**config.mk**
```make
export PLATFORM = sky130hd
export DESIGN_NAME = char_to_int
export DESIGN_NICKNAME = d
export VERILOG_FILES = /design/src/rtl/char_to_int_pkg.sv /design/src/rtl/char_to_int_decode_comb.sv /design/src/rtl/char_to_int.sv
export SDC_FILE = /design/constraint.sdc
export NUM_CORES = 1
export LEC_CHECK = 0
export CAP_MARGIN = 5
export CORE_MARGIN = 1
export CORE_UTILIZATION = 40
export CTS_CLUSTER_SIZE = 10
export DETAILED_ROUTE_END_ITERATION = 10
export PLACE_DENSITY = 0.77
export SLEW_MARGIN = 20
export SYNTH_ARGS = -nofsm -noshare
export SYNTH_HDL_FRONTEND = slang
export SYNTH_SLANG_ARGS = --single-unit
```
**constraint.sdc**
```tcl
create_clock -name clk -period 1.9 [get_ports clk]
set_input_delay 0.38 -clock clk [delete_from_list [all_inputs] [get_ports clk]]
set_output_delay 0.38 -clock clk [all_outputs]
set_load 0.01 [all_outputs]
```
**src/rtl/char_to_int_pkg.sv**
```systemverilog
// ---------------------------------------------------------------------------
// char_to_int_pkg
// Shared ASCII constants and character-class definitions for the
// number-entry character path (char_decode_comb, char_to_int).
//
// Contents:
//   CH_*            ASCII code points recognised by the decoder
//   char_class_e    enumeration of the five character classes
//   CLS_*_BIT       bit positions of each class in the one-hot class vector
//   class_onehot()  converts a class enum into the one-hot class vector
// ---------------------------------------------------------------------------
package char_to_int_pkg;

    // ASCII code points
    localparam logic [7:0] CH_0     = 8'h30;
    localparam logic [7:0] CH_9     = 8'h39;
    localparam logic [7:0] CH_A     = 8'h41;
    localparam logic [7:0] CH_F     = 8'h46;
    localparam logic [7:0] CH_a     = 8'h61;
    localparam logic [7:0] CH_f     = 8'h66;
    localparam logic [7:0] CH_MINUS = 8'h2D;
    localparam logic [7:0] CH_PLUS  = 8'h2B;
    localparam logic [7:0] CH_SP    = 8'h20;
    localparam logic [7:0] CH_CR    = 8'h0D;
    localparam logic [7:0] CH_LF    = 8'h0A;

    // Character classes; exactly one applies to any 8-bit code
    typedef enum logic [2:0] {
        CLS_OTHER = 3'd0,
        CLS_DIGIT = 3'd1,
        CLS_MINUS = 3'd2,
        CLS_PLUS  = 3'd3,
        CLS_WS    = 3'd4
    } char_class_e;

    // One-hot class vector layout: {digit, minus, plus, ws, other}
    localparam int CLS_W         = 5;
    localparam int CLS_DIGIT_BIT = 4;
    localparam int CLS_MINUS_BIT = 3;
    localparam int CLS_PLUS_BIT  = 2;
    localparam int CLS_WS_BIT    = 1;
    localparam int CLS_OTHER_BIT = 0;

    // Deriving the flags from a single enum value keeps them one-hot by
    // construction; anything unexpected falls back to "other".
    function automatic logic [CLS_W-1:0] class_onehot(input char_class_e k);
        logic [CLS_W-1:0] v;
        v = '0;
        case (k)
            CLS_DIGIT: v[CLS_DIGIT_BIT] = 1'b1;
            CLS_MINUS: v[CLS_MINUS_BIT] = 1'b1;
            CLS_PLUS:  v[CLS_PLUS_BIT]  = 1'b1;
            CLS_WS:    v[CLS_WS_BIT]    = 1'b1;
            default:   v[CLS_OTHER_BIT] = 1'b1;
        endcase
        return v;
    endfunction

endpackage

```
**src/rtl/char_to_int_decode_comb.sv**
```systemverilog
// ---------------------------------------------------------------------------
// char_decode_comb
// Purely combinational ASCII character decoder: maps one character to a
// 4-bit digit value and a one-hot class vector.
//
// Parameters:
//   HEX_EN  0: decimal digits only; 1: also 'A'-'F' / 'a'-'f' -> 10..15
// Ports:
//   c    in   8  ASCII character
//   num  out  4  digit value of c, 4'd0 when c is not a digit
//   cls  out  5  one-hot class vector {digit, minus, plus, ws, other}
// ---------------------------------------------------------------------------
module char_decode_comb
    import char_to_int_pkg::*;
#(
    parameter bit HEX_EN = 1'b0
) (
    input  logic [7:0]       c,
    output logic [3:0]       num,
    output logic [CLS_W-1:0] cls
);

    char_class_e kind;

    always_comb begin
        num  = 4'd0;
        kind = CLS_OTHER;
        if (c >= CH_0 && c <= CH_9) begin
            // '0'..'9' sit at 8'h30..8'h39, so the low nibble is the value
            num  = c[3:0];
            kind = CLS_DIGIT;
        end else if (HEX_EN && ((c >= CH_A && c <= CH_F) || (c >= CH_a && c <= CH_f))) begin
            // 'A'/'a' have low nibble 1, so value = low nibble + 9
            num  = c[3:0] + 4'd9;
            kind = CLS_DIGIT;
        end else if (c == CH_MINUS) begin
            kind = CLS_MINUS;
        end else if (c == CH_PLUS) begin
            kind = CLS_PLUS;
        end else if (c == CH_SP || c == CH_CR || c == CH_LF) begin
            kind = CLS_WS;
        end
    end

    assign cls = class_onehot(kind);

endmodule

```
**src/rtl/char_to_int.sv**
```systemverilog
// ---------------------------------------------------------------------------
// char_to_int
// ASCII character decoder for the UART/keypad number-entry path.
// The combinational num output feeds the string-to-integer assembler; the
// registered outputs (1-cycle latency) feed the streaming character path,
// together with a sticky error flag for unexpected characters.
//
// Parameters:
//   HEX_EN      0: decimal digits only; 1: also hex digits A-F / a-f
// Ports:
//   clk         in   1  system clock, rising edge
//   rst_n       in   1  asynchronous active-low reset
//   c           in   8  ASCII character
//   num         out  4  combinational digit value of c (0 if not a digit)
//   in_valid    in   1  c is a valid stream character this cycle
//   err_clr     in   1  synchronous clear of err_sticky
//   out_valid   out  1  registered outputs hold a new character
//   num_q       out  4  registered digit value
//   is_digit_q  out  1  registered class: (hex-)digit
//   is_minus_q  out  1  registered class: '-'
//   is_plus_q   out  1  registered class: '+'
//   is_ws_q     out  1  registered class: space, CR or LF
//   is_other_q  out  1  registered class: none of the above
//   err_sticky  out  1  set by a valid "other" char, cleared by err_clr
// ---------------------------------------------------------------------------
module char_to_int
    import char_to_int_pkg::*;
#(
    parameter bit HEX_EN = 1'b0
) (
    input  logic       clk,
    input  logic       rst_n,
    input  logic [7:0] c,
    output logic [3:0] num,
    input  logic       in_valid,
    input  logic       err_clr,
    output logic       out_valid,
    output logic [3:0] num_q,
    output logic       is_digit_q,
    output logic       is_minus_q,
    output logic       is_plus_q,
    output logic       is_ws_q,
    output logic       is_other_q,
    output logic       err_sticky
);

    logic [CLS_W-1:0] cls_d;
    logic [CLS_W-1:0] cls_q;

    char_decode_comb #(
        .HEX_EN (HEX_EN)
    ) u_decode (
        .c   (c),
        .num (num),
        .cls (cls_d)
    );

    // Output register stage: data holds while no valid char arrives
    always_ff @(posedge clk or negedge rst_n) begin
        if (!rst_n) begin
            out_valid <= 1'b0;
            num_q     <= 4'd0;
            cls_q     <= '0;
        end else begin
            out_valid <= in_valid;
            if (in_valid) begin
                num_q <= num;
                cls_q <= cls_d;
            end
        end
    end

    // A new error takes priority over a simultaneous clear so it is never lost
    always_ff @(posedge clk or negedge rst_n) begin
        if (!rst_n) begin
            err_sticky <= 1'b0;
        end else if (in_valid && cls_d[CLS_OTHER_BIT]) begin
            err_sticky <= 1'b1;
        end else if (err_clr) begin
            err_sticky <= 1'b0;
        end
    end

    assign is_digit_q = cls_q[CLS_DIGIT_BIT];
    assign is_minus_q = cls_q[CLS_MINUS_BIT];
    assign is_plus_q  = cls_q[CLS_PLUS_BIT];
    assign is_ws_q    = cls_q[CLS_WS_BIT];
    assign is_other_q = cls_q[CLS_OTHER_BIT];

endmodule

```
==> qor.yml, run 1 <==
status: "finished clean"
nets: 114
drc: 0
power.total_w: 0.000515
cts_hold_buffers: 0
grt_first_pass_wirelength_um: 2350
ir_worst_vdd_mv: 0.309
maxCapViolCount: 0
p_leak_nw: 0.469
worstPathMaxFanout: 4
setup_slack_ps: 60.6
critPathKind: "input port to output port"
vias: 600
finalCritPeriodShare_pct: 96.8
tightest_slew_ps: 506
clock_latency_ps: 260
fmax_ghz: 0.544
ant_nets: 0
antenna_found_initial: 0
path_cells: "dlygate4sd2_1 -> or3b_4 -> nor2_4 -> buf_6 -> and2_4 -> buf_6"
die_x_um: 41.1
utilization_pct: 74.5
ys.flop_type: "dfrtp_1"
r2r_start: "num_q[2]"
setup_viol: 0
vias_per_cell: 5.17
reg2reg_depth: 2
wire_per_inst_um: 13.0
cts.sinks: 11
worst_ep_required_time_ps: 1520
synthArstFlopShare_pct: 100
yosysSeqAreaShare_pct: 45.1
cts_buffer_depth: 2
gp_congestion: 0.773
cp.arrival_ps: 1460
reg2reg_to: "num_q[2]"
antenna_cells: 0
final_cell_mix: "clkdlybuf4s50_1, buf_4, dfrtp_1"
rows: 13
power.density_mw_per_mm2: 506
finalClockSkew_ps: 0
syn-cell-area_um2: 611
synth_enable_flop_cells: 0
yosys_warnings: 0
slew_viol_final: 0
grt.overflow.total: 0
synth_cell_types: 26
critPathMaxStageDelay_ps: 400
relSlewSlack_pct: 66.1
cts_tree: "built"
core_area_mm2: 0.00137
place_ws_ps: -727
wirelength_um: 1510
port_buffers: 26
die_y_um: 41.1
initial_core_util_pct: 44.7
drtIter0Drc: 6
num_io_pins: 27
cts_buffers: 3
fp.dieArea_mm2: 0.00169
hpwl_um: 1040
htreeDepth: 1
fillers: 116
root_buffer: "clkbuf_4"
syn-instance-count: 57
final_common_cell: "clkdlybuf4s50_1"
place_area_um2: 945
clk_pin_slew_ps: 70
syn_area_per_cell_um2: 10.7
drive_above_1_share_pct: 36.6
min_period_ps: 1840
fin_area_mm2: 0.00102
min_path_type: "input port to asynchronous set/reset pin"
ys_ff_latch: 11
track_usage_pct: 21.5
firstDrtPassIters: 4
syn2layout_area_growth_pct: 66.6
reg2reg_slack_ps: 1070
syn-num-nets: 69
hold_viol: 0
cp_common_cell: "buf_6"
start_kind: "input port"
setup.worst_path.end_class: "output port"
rsz0062_at_grt: "false"
grt_max_degree: 12
slowest_stage: "or3b_4"
grt_pass1_vias: 565
## power by group
| part | switching (W) | internal [W] | total [W] |
|---|---|---|---|
| registers | 0.00000296 | 0.000241 | 0.000244 |
| clock network | 0.0000792 | 0.0000811 | 0.000160 |
| logic | 0.0000487 | 0.0000623 | 0.000111 |
## cell type report
class | instances | area (um^2) | area share, %
clock buffer | 4 | 26.3 | 2.58
inverter | 5 | 18.8 | 1.85
timing repair buffer | 43 | 374 | 36.8
sequential | 11 | 275 | 27.1
multi-input combinational | 38 | 304 | 29.9
tap | 15 | 18.8 | 1.85
## sequential cells by signal, summed over array words and instances (netlist names)
| name | cells |
|---|---|
| cls_q | 5 |
| err_sticky | 1 |
| num_q | 4 |
| out_valid | 1 |
## cells in the mapped netlist (2+ instances only)
library cell,instances,area (um^2)
buf_6,2,22.5
dfrtp_1,11,275
nor2_1,2,7.51
nor2b_1,5,31.3
a31o_2,4,35.0
and2_1,3,18.8
nand3b_1,2,15.0
inv_1,5,18.8
o21ai_0,2,10.0
o22ai_1,5,31.3
## cells by family (layout without fill, tap and decap cells)
| logic type | count (synthesis) | count (layout) | share of synthesized area [%] |
|---|---|---|---|
| AND/OR/NAND/NOR | 22 | 22 | 27.1 |
| AO/OA/AOI/OAI | 14 | 14 | 17.0 |
| flip-flops | 11 | 11 | 45.1 |
| buffers and inverters | 8 | 52 | 7.58 |
| XOR/XNOR | 1 | 1 | 1.43 |
| multiplexers | 1 | 1 | 1.84 |
## layer usage
layer | vias up | track usage [%] | wire, um
li1 | 298 | - | -
met1 | 282 | 23.7 | 628
met2 | 18 | 40.6 | 792
met3 | 2 | 3.26 | 73
met4 | 0 | 7.50 | 10
met5 | - | 0 | 0
## per-stage QoR
stage / hold WS [ps] / setup TNS (ps) / instances
final: 451 / 0 / 116
after global routing: 495 / 0 / 116
after CTS: 469 / 0 / 115
after detailed placement: 500 / -2990 / 106
after global placement: 498 / -2900 / 106
after floorplan: 84.4 / 0 / 57
## how the worst max path moves through the flow
stage               startpoint      to
detailed placement        c[5]  num[0]
global placement          c[5]  num[0]
global route              c[5]  num[1]
floorplan                 c[7]  num[0]
CTS                       c[3]  num[1]
finish                    c[5]  num[1]
## critical path: cells and delay by family
family	cells	cell delay, ps
and+or+nand+nor	3	680
buffers and inverters	3	410
## timing repair
| item | 4_1_cts | 5_1_grt |
|---|---|---|
| buffers inserted | 5 | 1 |
| gates cloned | 0 | 0 |
| endpoints found under the setup margin | 4 | 3 |
| resized for setup | 26 | 5 |
| pin swaps | 4 | 3 |
Power figures use the tool's default switching activity.
==> inputs of run 2 (changes only) <==
--- a/config.mk
+++ b/config.mk
@@ -11,6 +11,7 @@
 export CTS_CLUSTER_SIZE = 10
 export DETAILED_ROUTE_END_ITERATION = 10
 export PLACE_DENSITY = 0.77
+export REMOVE_ABC_BUFFERS = 1
 export SLEW_MARGIN = 20
 export SYNTH_ARGS = -nofsm -noshare
 export SYNTH_HDL_FRONTEND = slang
==> run 2 against run 1 <==
Core utilization down 0.73 points; via count grew 2.7%; setup slack better by 8.6 ps; combinational power barely moved; critical path depth stayed put; flip-flop and latch count did not move; routed wire length increased by 5.0%; clock skew unchanged; sequential share of layout area increased by 0.27 points; die area unchanged; clock power is essentially flat; critical path type unchanged; critical endpoint is now num[0]; largest power group unchanged.
==> qor.yml, run 2 (synthesis results as in run 1) <==
pwr-share-comb_pct: 21.6
tightest_slew_ps: 510
m1WireLength_um: 713
cts_buffer_depth: 2
vias: 616
min_period_ps: 1830
power.density_mw_per_mm2: 511
clk_pin_slew_ps: 70
setup_viol: 0
reg2reg_to: "num_q[0]"
finalCritPeriodShare_pct: 96.4
port_buffers: 26
p_leak_nw: 0.461
relSlewSlack_pct: 65.9
maxCapViolCount: 0
wl_met3_um: 85
slowest_stage: "or3b_4"
drc: 0
start_kind: "input port"
switchingPower_w: 0.000131
syn2layout_area_growth_pct: 65.0
internal-power_w: 0.000384
cp.arrival_ps: 1450
reg2reg_depth: 2
reg_top3: "cls_q x5, num_q x4"
slew_viol_final: 0
r2r_start: "num_q[0]"
core_area_mm2: 0.00137
cts_buffers: 3
top_register: "cls_q"
hpwl_um: 1120
grt_first_pass_wirelength_um: 2550
worst_hold_slack_ps: 447
rows: 13
p_clk_share_pct: 31.0
gp_congestion: 0.846
finalClockSkew_ps: 0
wire_per_inst_um: 13.7
startpoint: "c[5]"
final_common_cell: "clkdlybuf4s50_1"
root_buffer: "clkbuf_4"
track_usage_pct: 24.4
die_y_um: 41.1
clock_latency_ps: 270
worstPathMaxFanout: 4
dr.max_layer_used: "met4"
antenna_found_initial: 0
largest_register_ff_count: 5
firstDrtPassIters: 4
htreeDepth: 1
crit_path_end: "num[0]"
wirelength_um: 1580
drtIter0Drc: 23
grt_pass1_vias: 536
fp.dieArea_mm2: 0.00169
cts.sinks: 11
place_ws_ps: -695
critPathKind: "input port to output port"
rsz0062_at_grt: "false"
hold_viol: 0
ant_nets: 0
worst_ep_required_time_ps: 1520
final_cell_mix: "clkdlybuf4s50_1, buf_4, dfrtp_1"
routed-wl-met2_um: 749
switching_share_pct: 25.4
initial_core_util_pct: 44.7
die_x_um: 41.1
reg2reg_slack_ps: 1070
path_cells: "clkdlybuf4s15_1 -> or3b_4 -> nor2_4 -> buf_6 -> and2_1 -> buf_2"
fmax_ghz: 0.546
num_io_pins: 27
nets: 113
drive_above_1_share_pct: 36.0
status: "finished clean"
grt.overflow.total: 0
critPathMaxStageDelay_ps: 400
cts_hold_buffers: 0
min_path_type: "input port to asynchronous set/reset pin"
grt_max_degree: 14
setup.worst_path.end_class: "output port"
ir_worst_vdd_mv: 0.400
antenna_cells: 0
power.total_w: 0.000514
cts_tree: "built"
setup_slack_ps: 69.2
vias_per_cell: 5.36
seqPwrFrac_pct: 47.4
==> run 2: cell count changes in the layout (fill, tap and decap cells not counted), sizes merged <==
cell / before / now
clkbuf: 4 / 5
clkdlybuf4s15: 2 / 3
buf: 21 / 19
clkdlybuf4s50: 17 / 16
==> run 2: worst min path at each step <==
stage,depth (start not counted),slack [ps],to
final,1,450,cls_q[2]
after global routing,1,480,cls_q[1]
after CTS,1,460,num_q[2]
after detailed placement,1,500,cls_q[4]
after global placement,1,490,cls_q[4]
after floorplan,0,80,cls_q[0]
==> run 2: metal layers <==
| layer | vias to the layer above | track usage, % |
|---|---|---|
| met2 | 27 | 36.3 |
| li1 | 293 | - |
| met3 | 5 | 6.52 |
| met5 | - | 0 |
| met1 | 291 | 31.7 |
| met4 | 0 | 12.5 |
==> run 2: power groups by stage <==
stage | combinational (W) | clock, W | sequential [W]
5_1_grt | 0.000121 | 0.000177 | 0.000245
3_3_place_gp | 0.000105 | 0 | 0.000248
4_1_cts | 0.000110 | 0.000161 | 0.000244
6_report | 0.000111 | 0.000159 | 0.000244
3_5_place_dp | 0.000107 | 0 | 0.000248
2_1_floorplan | 0.0000236 | 0 | 0.000252
==> run 2: critical path: cells and delay by family <==
| family | cells | cell delay (ps) |
|---|---|---|
| buffers and inverters | 3 | 430 |
| and+or+nand+nor | 3 | 650 |
==> run 2: repair_timing <==
action | in CTS | in global routing
pin swaps | 4 | 2
gates resized for setup | 27 | 4
hold endpoints to repair | 0 | 0
endpoints found under the setup margin | 4 | 4
buffers inserted | 4 | 0
==> run 2: layout make-up <==
| cell class | instances | area [um^2] |
|---|---|---|
| Fill cell | 113 | 359 |
| Clock buffer | 4 | 26.3 |
| Sequential cell | 11 | 275 |
| Tap cell | 15 | 18.8 |
| Multi-Input combinational cell | 38 | 300 |
| Inverter | 5 | 18.8 |
| Timing Repair Buffer | 42 | 368 |
==> run 2: stage by stage <==
stage          setup TNS [ps]  std cells  instance area [um^2]  utilization [%]
2_1_floorplan               0         54                   583                -
3_3_place_gp            -2740        107                   952             69.7
3_5_place_dp            -3010        107                   952             69.7
4_1_cts                     0        115                  1010             73.8
5_1_grt                     0        115                  1010             73.7
6_report                    0        115                  1010             73.7
